## src/rtl/mcycle_pkg.sv

```systemverilog
// Shared types and encodings for the multicycle MIPS controller:
// FSM states, opcode/funct values, ALU control codes and datapath mux selects.
package mcycle_pkg;

  typedef enum logic [3:0] {
    FETCH,
    DECODE,
    MEMADR,
    MEMRD,
    MEMWB,
    MEMWR,
    RTYPEEX,
    RTYPEWB,
    BEQEX,
    BNEEX,
    ADDIEX,
    ANDIEX,
    ORIEX,
    IMMWB,
    JEX
  } state_t;

  typedef enum logic [2:0] {
    AOP_ADD,
    AOP_SUB,
    AOP_FUNCT,
    AOP_AND,
    AOP_OR
  } aluop_t;

  localparam logic [5:0] OP_LW    = 6'b100011;
  localparam logic [5:0] OP_SW    = 6'b101011;
  localparam logic [5:0] OP_RTYPE = 6'b000000;
  localparam logic [5:0] OP_BEQ   = 6'b000100;
  localparam logic [5:0] OP_BNE   = 6'b000101;
  localparam logic [5:0] OP_ADDI  = 6'b001000;
  localparam logic [5:0] OP_ANDI  = 6'b001100;
  localparam logic [5:0] OP_ORI   = 6'b001101;
  localparam logic [5:0] OP_J     = 6'b000010;

  localparam logic [5:0] FN_ADD = 6'b100000;
  localparam logic [5:0] FN_SUB = 6'b100010;
  localparam logic [5:0] FN_AND = 6'b100100;
  localparam logic [5:0] FN_OR  = 6'b100101;
  localparam logic [5:0] FN_SLT = 6'b101010;

  localparam logic [2:0] ALU_ADD = 3'b010;
  localparam logic [2:0] ALU_SUB = 3'b110;
  localparam logic [2:0] ALU_AND = 3'b000;
  localparam logic [2:0] ALU_OR  = 3'b001;
  localparam logic [2:0] ALU_SLT = 3'b111;

  localparam logic [1:0] SRCB_REG  = 2'b00;
  localparam logic [1:0] SRCB_FOUR = 2'b01;
  localparam logic [1:0] SRCB_IMM  = 2'b10;
  localparam logic [1:0] SRCB_BOFS = 2'b11;

  localparam logic [1:0] PC_ALU    = 2'b00;
  localparam logic [1:0] PC_ALUOUT = 2'b01;
  localparam logic [1:0] PC_JUMP   = 2'b10;

  // States that talk to memory and therefore may stall on mem_ready.
  function automatic logic is_mem_state(input state_t s);
    return (s == FETCH) || (s == MEMRD) || (s == MEMWR);
  endfunction

endpackage

```

## src/rtl/mcycle_aludec.sv

```systemverilog
// ALU decoder: maps the FSM's ALU operation (or the R-type funct field)
// onto the 3-bit alucontrol code and flags funct values it cannot decode.
module mcycle_aludec
  import mcycle_pkg::*;
(
  input  logic [2:0] aluop,
  input  logic [5:0] funct,
  output logic [2:0] alucontrol,
  output logic       funct_illegal
);

  always_comb begin
    alucontrol    = ALU_ADD;
    funct_illegal = 1'b0;
    case (aluop)
      AOP_ADD: alucontrol = ALU_ADD;
      AOP_SUB: alucontrol = ALU_SUB;
      AOP_AND: alucontrol = ALU_AND;
      AOP_OR:  alucontrol = ALU_OR;
      AOP_FUNCT: begin
        case (funct)
          FN_ADD:  alucontrol = ALU_ADD;
          FN_SUB:  alucontrol = ALU_SUB;
          FN_AND:  alucontrol = ALU_AND;
          FN_OR:   alucontrol = ALU_OR;
          FN_SLT:  alucontrol = ALU_SLT;
          default: funct_illegal = 1'b1;
        endcase
      end
      default: alucontrol = ALU_ADD;
    endcase
  end

endmodule

```

## src/rtl/mcycle_ctrl.sv

```systemverilog
// Multicycle MIPS control FSM with memory wait-state handling and a
// saturating counter of illegal-instruction pulses.
module mcycle_ctrl
  import mcycle_pkg::*;
#(
  parameter int MEM_WAIT = 1,
  parameter int CNT_W    = 8
) (
  input  logic             clk,
  input  logic             reset,
  input  logic [5:0]       op,
  input  logic [5:0]       funct,
  input  logic             zero,
  input  logic             mem_ready,
  output logic             mem_req,
  output logic             pcen,
  output logic             memwrite,
  output logic             irwrite,
  output logic             regwrite,
  output logic             alusrca,
  output logic             iord,
  output logic             memtoreg,
  output logic             regdst,
  output logic             immext,
  output logic [1:0]       alusrcb,
  output logic [1:0]       pcsrc,
  output logic [2:0]       alucontrol,
  output logic             illegal,
  output logic [CNT_W-1:0] illegal_cnt
);

  state_t           state_q, state_d;
  logic [CNT_W-1:0] illegal_cnt_q, illegal_cnt_d;
  aluop_t           aluop;
  logic             funct_illegal;
  logic             stall;
  logic             pcwrite, branch, branchn;

  always_ff @(posedge clk) begin
    if (reset) begin
      state_q       <= FETCH;
      illegal_cnt_q <= '0;
    end else begin
      state_q       <= state_d;
      illegal_cnt_q <= illegal_cnt_d;
    end
  end

  assign stall = (MEM_WAIT != 0) && !mem_ready && is_mem_state(state_q);

  // ALU op depends on state only, keeping it clear of the funct_illegal path.
  always_comb begin
    aluop = AOP_ADD;
    case (state_q)
      RTYPEEX:       aluop = AOP_FUNCT;
      BEQEX, BNEEX:  aluop = AOP_SUB;
      ANDIEX:        aluop = AOP_AND;
      ORIEX:         aluop = AOP_OR;
      default:       aluop = AOP_ADD;
    endcase
  end

  mcycle_aludec u_aludec (
    .aluop         (aluop),
    .funct         (funct),
    .alucontrol    (alucontrol),
    .funct_illegal (funct_illegal)
  );

  always_comb begin
    state_d  = state_q;
    mem_req  = 1'b0;
    memwrite = 1'b0;
    irwrite  = 1'b0;
    regwrite = 1'b0;
    alusrca  = 1'b0;
    iord     = 1'b0;
    memtoreg = 1'b0;
    regdst   = 1'b0;
    immext   = 1'b0;
    alusrcb  = SRCB_REG;
    pcsrc    = PC_ALU;
    pcwrite  = 1'b0;
    branch   = 1'b0;
    branchn  = 1'b0;
    illegal  = 1'b0;
    case (state_q)
      FETCH: begin
        mem_req = 1'b1;
        alusrcb = SRCB_FOUR;
        if (!stall) begin
          irwrite = 1'b1;
          pcwrite = 1'b1;
          state_d = DECODE;
        end
      end
      DECODE: begin
        alusrcb = SRCB_BOFS;
        case (op)
          OP_LW, OP_SW: state_d = MEMADR;
          OP_RTYPE:     state_d = RTYPEEX;
          OP_BEQ:       state_d = BEQEX;
          OP_BNE:       state_d = BNEEX;
          OP_ADDI:      state_d = ADDIEX;
          OP_ANDI:      state_d = ANDIEX;
          OP_ORI:       state_d = ORIEX;
          OP_J:         state_d = JEX;
          default: begin
            illegal = 1'b1;
            state_d = FETCH;
          end
        endcase
      end
      MEMADR: begin
        alusrca = 1'b1;
        alusrcb = SRCB_IMM;
        state_d = (op == OP_SW) ? MEMWR : MEMRD;
      end
      MEMRD: begin
        mem_req = 1'b1;
        iord    = 1'b1;
        if (!stall) state_d = MEMWB;
      end
      MEMWB: begin
        regwrite = 1'b1;
        memtoreg = 1'b1;
        state_d  = FETCH;
      end
      MEMWR: begin
        mem_req  = 1'b1;
        iord     = 1'b1;
        memwrite = 1'b1;
        if (!stall) state_d = FETCH;
      end
      RTYPEEX: begin
        alusrca = 1'b1;
        if (funct_illegal) begin
          illegal = 1'b1;
          state_d = FETCH;
        end else begin
          state_d = RTYPEWB;
        end
      end
      RTYPEWB: begin
        regwrite = 1'b1;
        regdst   = 1'b1;
        state_d  = FETCH;
      end
      BEQEX: begin
        alusrca = 1'b1;
        pcsrc   = PC_ALUOUT;
        branch  = 1'b1;
        state_d = FETCH;
      end
      BNEEX: begin
        alusrca = 1'b1;
        pcsrc   = PC_ALUOUT;
        branchn = 1'b1;
        state_d = FETCH;
      end
      ADDIEX: begin
        alusrca = 1'b1;
        alusrcb = SRCB_IMM;
        state_d = IMMWB;
      end
      ANDIEX, ORIEX: begin
        alusrca = 1'b1;
        alusrcb = SRCB_IMM;
        immext  = 1'b1;
        state_d = IMMWB;
      end
      IMMWB: begin
        regwrite = 1'b1;
        state_d  = FETCH;
      end
      JEX: begin
        pcwrite = 1'b1;
        pcsrc   = PC_JUMP;
        state_d = FETCH;
      end
      default: state_d = FETCH;
    endcase
    pcen = pcwrite | (branch & zero) | (branchn & ~zero);
  end

  always_comb begin
    illegal_cnt_d = illegal_cnt_q;
    if (illegal && (illegal_cnt_q != {CNT_W{1'b1}}))
      illegal_cnt_d = illegal_cnt_q + CNT_W'(1);
  end

  assign illegal_cnt = illegal_cnt_q;

endmodule

```

## config.mk

```make
export PLATFORM = sky130hd
export DESIGN_NAME = mcycle_ctrl
export DESIGN_NICKNAME = d
export VERILOG_FILES = /design/src/rtl/mcycle_pkg.sv /design/src/rtl/mcycle_aludec.sv /design/src/rtl/mcycle_ctrl.sv
export SDC_FILE = /design/constraint.sdc
export NUM_CORES = 1
export LEC_CHECK = 0
export CORE_UTILIZATION = 50
export CTS_BUF_LIST = sky130_fd_sc_hd__clkbuf_2 sky130_fd_sc_hd__clkbuf_4 sky130_fd_sc_hd__clkbuf_8
export CTS_CLUSTER_SIZE = 30
export DETAILED_ROUTE_END_ITERATION = 12
export DONT_BUFFER_PORTS = 1
export PLACE_DENSITY_LB_ADDON = 0.2
export SYNTH_ARGS = -nofsm -noshare
export SYNTH_HDL_FRONTEND = slang
export SYNTH_SLANG_ARGS = --single-unit
```

## constraint.sdc

```tcl
create_clock -name clk -period 5 [get_ports clk]
set_clock_uncertainty 0.2 [all_clocks]
set_input_delay 0.75 -clock clk [delete_from_list [all_inputs] [get_ports clk]]
set_output_delay 0.75 -clock clk [all_outputs]
set_load 0.03 [all_outputs]
```

==> results.md, run 1 <==
- Worst Reg-to-Reg Cells: 5
- Fin crit share: 65.76%
- Pin count of the biggest net entering global routing: 27
- Sequential fraction of the synthesis area: between 10% and 20%
- Longest Clk Path Bufs: 2
- Fmax: 304.2 MHz
- Final Worst Setup Slack: around 1.7 ns
- CTS Root Cell: clkbuf_4
- # DRC: 0
- Die height: 51.80 µm
- Die footprint: roughly 2700 µm²
- Number of synthesized flops with an enable pin: 0
- Clock slew at reported path FFs: ~0.070 ns
- Worst skew pair latency: around 0.27 ns
- Placed cell areas: ~1200 µm²
- Layout cell share with drive strength beyond 1: 10.37%
- Most frequent cells in the layout: nor2_1, a21oi_1, nor2b_1, dfxtp_1
- GR Util All Layers: a little over a fifth
- Final Hold Fails: 0
- Synth top area cells: dfxtp_1, nor2_1, a21oi_1, nor2b_1, nand2b_1
- CTS resizes: 0
- Global-route wire length before repair: between 4000 and 5000 µm
- Post-layout util: 53.60%
- Initial antenna violation count: 0
- M1 WL: around 1400 µm
- Leakage dissipation: 0.4799 nW
- Reg-to-Reg End: illegal_cnt[0]
- Vias: approximately 1200
- CTS tree: yes
- Layout Area Growth over Synthesis: -1.615%
- Gpl congestion: 0.8448
- FF-to-FF Start: state_q[2]
- Syn avg cell area: 7.045 µm²
- WL/cell: about 15 µm
- Design area: 1220 µm²
- Setup violations, final: 0
- Mapped Cells: 176
- Postcts setup bufs: 0
- Setup crit start: state_q[3]
- Minimum clock period: around 3.3 ns
- Mapped Nets: a little under 200
- Hold_buf cts: 0
- # IOs: 42
- Sum Neg Setup Slack: 0 ns
- Synth top area share: 19.37%
- Post-synth ARST share: 0%
- Max-cap viol count: 0
- Fill count: between 200 and 250
- 1st-pass router iterations: 4
- Final slew viol count: 0
- CP arrival: 2.34 ns
- #FFs+latches synth: 12
- CTS buffer count: 3
- Antenna cells: 0
- Relative slew slack: between 30% and 40%
- Post-Syn Area: approximately 1200 µm²
- Maximum vdd drop: around 0.00012 V
- Post-DP HPWL: 2010 µm
- Kind of critical path: flip-flop to output pin
- H-tree depth: 1
- Worst hold path startpoint: reset
- Worst Hold Class: input port to flip-flop
- Pwr dens: approximately 180 nW/µm²
- Die width: between 50 and 60 µm
- GRT Residual Overflow: 0
- Starting density of the core: a little over half
- Uppermost layer routed: met4
- Metal3 WL: roughly 190 µm
- CP startpoint kind: flip-flop
- Warnings, synthesis: 0
- R2R setup slack: just over 2 ns
- Dominant cell type by area after synthesis: dfxtp_1
- CP Capture Type: output pin
- RSZ-0062 raised after global routing: no
- Core region area: 2276 µm²
- Worst EP required: ~4.1 ns
- Post-synth top flop: dfxtp_1
- Starting DRT DRC Count: 29
- Vias in the first global route: slightly above 1000
- Synth unique cells: 51
- CP Capture Point: alucontrol[2]
- Most common cell after layout, fill and taps aside: nor2_1
- Port bufs: 0
- Outcome: complete, no violations
- Crit Path Max Fanout: 17
- Sink Count: 12
- Nets@finish: 183
- Row cnt: 17
- Routed wl met2: approximately 1200 µm
- Via density: roughly 6.5
- Worst slew pin tran: between 0.9 and 1 ns
- WL final: 2804 µm
- Final ANT Viol Nets: 0
- Pre-CTS WS: around 2.0 ns
[worst min path at each step]
stage               slack, ns  cells after the start             end
global placement         0.45                      2  illegal_cnt[1]
CTS                      0.33                      1      state_q[1]
floorplan                0.42                      2  illegal_cnt[1]
finish                   0.34                      1      state_q[1]
detailed placement       0.46                      2  illegal_cnt[1]
global route             0.32                      1      state_q[1]
[Yosys cell counts (all sizes together) (4+ instances only)]
cell type and count:
nor3 9, nand2b 9, dfxtp 12, nor2 30
clkbuf 9, o22ai 4, nor2b 12, and3 6
nand2 9, buf 6, o21ai 4, a21oi 16
inv 4
[per-layer routing]
| layer | vias up | global-route usage, % |
|---|---|---|
| met3 | 4 | 7.310 |
| met5 | - | 0 |
| met2 | 44 | 30.95 |
| li1 | 614 | - |
| met1 | 577 | 30.37 |
| met4 | 0 | 6.306 |
[state kept, by name, summed over array words and instances, names as in the netlist]
register     flops
illegal_cnt      8
state_q          4
[power by group]
part           switching (mW)  total [mW]  internal (mW)
clock                  0.0325      0.0604         0.0279
sequential            0.00873       0.106         0.0976
combinational          0.0287      0.0481         0.0195
total                  0.0699       0.215          0.145
[layout make-up]
cell class / instances / area [µm²] / area share (%)
sequential: 12 / 240.2 / 19.69
inverter: 4 / 15.01 / 1.231
clock buffer: 3 / 22.52 / 1.846
tap: 28 / 35.03 / 2.872
multi-input combinational: 145 / 907.1 / 74.36
[metrics by stage]
stage | cells | power, mW | hold WS [ns]
after floorplan | 176 | 0.1563 | 0.4213
after global placement | 189 | 0.1553 | 0.4482
after detailed placement | 189 | 0.1564 | 0.4553
after CTS | 192 | 0.2166 | 0.3282
after global routing | 192 | 0.2258 | 0.3193
final | 192 | 0.2149 | 0.3360
[kinds of logic after synthesis]
logic type               synth area share (%)
XOR/XNOR                                2.119
AND/OR/NAND/NOR                         38.04
adder cells (fa/ha/maj)                 1.009
multiplexers                            4.641
buffers and inverters                   7.466
AO/OA/AOI/OAI                           27.35
flip-flops                              19.37
[worst max-delay path: stages (launching register included)]
cell      delay [ns]
dfxtp_1         0.66
inv_1           0.20
nor3_1          0.78
o21bai_1        0.41
Note: power is estimated with default switching activity, not from simulation.
==> run 2: changes to the inputs <==
- clock period: 5 -> 3.25 ns (I/O delays scaled with it)
==> run 2 against run 1 <==
  * Final area rose by 4.8%
  * Sequential cell count did not move
  * Routed wire length rose by 0.36%
  * Power rose by 68%
  * Die area did not move
  * Largest power group unchanged
==> results.md, run 2 (synthesized netlist as in run 1, its figures left out) <==
- Outcome: complete, no violations
- Crit Path Max Fanout: 18
- Fmax: 329.4 MHz
- CTS resizes: 0
- Sum Neg Setup Slack: 0 ns
- Starting density of the core: between 50% and 60%
- # IOs: 42
- Row cnt: 17
- Worst Reg-to-Reg Cells: 5
- CP Capture Type: output pin
- 1st-pass router iterations: 4
- Starting DRT DRC Count: 29
- # DRC: 0
- Initial antenna violation count: 0
- Final slew viol count: 0
- Max FFs per register: 8
- GR Util All Layers: between 20% and 30%
- Nets@finish: between 150 and 200
- Final Hold Fails: 0
- H-tree depth: 1
- Hold_buf cts: 0
- Worst Hold Class: input port to flip-flop
- Gpl congestion: approximately 0.82
- Sink Count: 12
- WL/cell: roughly 14 µm
- Worst EP required: 2.56 ns
- Die width: a little over 50 µm
- Clock slew at reported path FFs: 0.07 ns
- Leakage dissipation: just over 0.5 nW
- Pwr Total: ~360 µW
- CP startpoint kind: flip-flop
- Post-DP HPWL: approximately 2100 µm
- Die height: 51.80 µm
- FF-to-FF Start: state_q[1]
- Placed cell areas: about 1200 µm²
- CP arrival: 2.35 ns
- CTS buffer count: 3
- P_sw: approximately 110 µW
- CTS tree: yes
- Layout cell share with drive strength beyond 1: 14.04%
- Most frequent cells in the layout: nor2_1, a21oi_1, nor2b_1, dfxtp_1
- Layout Area Growth over Synthesis: 3.128%
- Kind of critical path: flip-flop to output pin
- Setup violations, final: 0
- Int Power: 250.2 µW
- Hold Path Cell Cnt: 1
- Final Worst Setup Slack: ~0.21 ns
- Core region area: roughly 2300 µm²
- Postcts setup bufs: 0
- Pin count of the biggest net entering global routing: 27
- Comb pwr share: 21.2%
- Global-route wire length before repair: between 4000 and 5000 µm
- Minimum clock period: 3.035 ns
- Relative slew slack: 39.94%
- Pre-CTS WS: 0.5601 ns
- Pwr dens: ~280 nW/µm²
- Vias in the first global route: 1001
- Flop pwr share: 45.3%
- Final ANT Viol Nets: 0
- RSZ-0062 raised after global routing: no
- Longest Clk Path Bufs: 2
- R2R setup slack: between 0.5 and 0.6 ns
- Most common cell after layout, fill and taps aside: nor2_1
- Vias: approximately 1200
- Clock network fraction of design power: between 30 and 40%
- GRT Residual Overflow: 0
- Sw frac: a little under a third
- Antenna cells: 0
- Fin crit share: between 90% and 100%
- Max-cap viol count: 0
- Maximum vdd drop: roughly 0.00020 V
- Die footprint: between 2000 and 3000 µm²
- Worst skew pair latency: 0.28 ns
- WHS: 0.06607 ns
- Worst slew pin tran: approximately 0.89 ns
- Port bufs: 0
- Worst hold path startpoint: reset
- CTS Root Cell: clkbuf_4
- Via density: approximately 6.2
- Design area: around 1300 µm²
- WL final: between 2000 and 3000 µm
- Reg-to-Reg End: illegal_cnt[0]
- Hold path endpoint: state_q[1]
- Setup crit start: state_q[1]
==> run 2: worst max-delay path by stage <==
stage                               end  slack, ns  depth (start not counted)
after floorplan           alucontrol[1]       0.75                          5
after global placement          illegal       0.67                          4
after detailed placement        illegal       0.56                          4
after CTS                       illegal       0.24                          4
after global routing            illegal       0.04                          4
final                           illegal       0.21                          4
==> run 2: layout make-up <==
type,instances,area [µm²]
multi-input cells,145,907.1
inverters,4,15.01
clock buffers,4,36.28
flip-flops and latches,12,240.2
repair buffers,6,45.04
well taps,28,35.03
fillers,231,997.2
==> run 2: critical path: stages (launching register included) <==
cell and delay [ns]:
dfxtp_1 0.71, nor2b_1 0.46, nand2b_1 0.17, o21ai_2 0.46, buf_4 0.26
==> run 2: power groups by stage <==
stage	sequential (mW)	clock [mW]	combinational (mW)
5_1_grt	0.164	0.129	0.0836
3_3_place_gp	0.166	0	0.0743
2_1_floorplan	0.160	0	0.0810
6_report	0.163	0.121	0.0765
4_1_cts	0.163	0.123	0.0766
3_5_place_dp	0.166	0	0.0762
==> run 2: routing by layer <==
metal | GRT usage, % | share of wire [%]
met1 | 32.38 | 47
met2 | 31.82 | 43
met3 | 6.140 | 8.7
met4 | 6.757 | 1.2
met5 | 0 | 0
==> run 2: metrics by stage <==
step / instances / util, %
after floorplan: 176 / -
after global placement: 195 / 54.59
after detailed placement: 195 / 54.59
after CTS: 199 / 56.18
after global routing: 199 / 56.18
final: 199 / 56.18
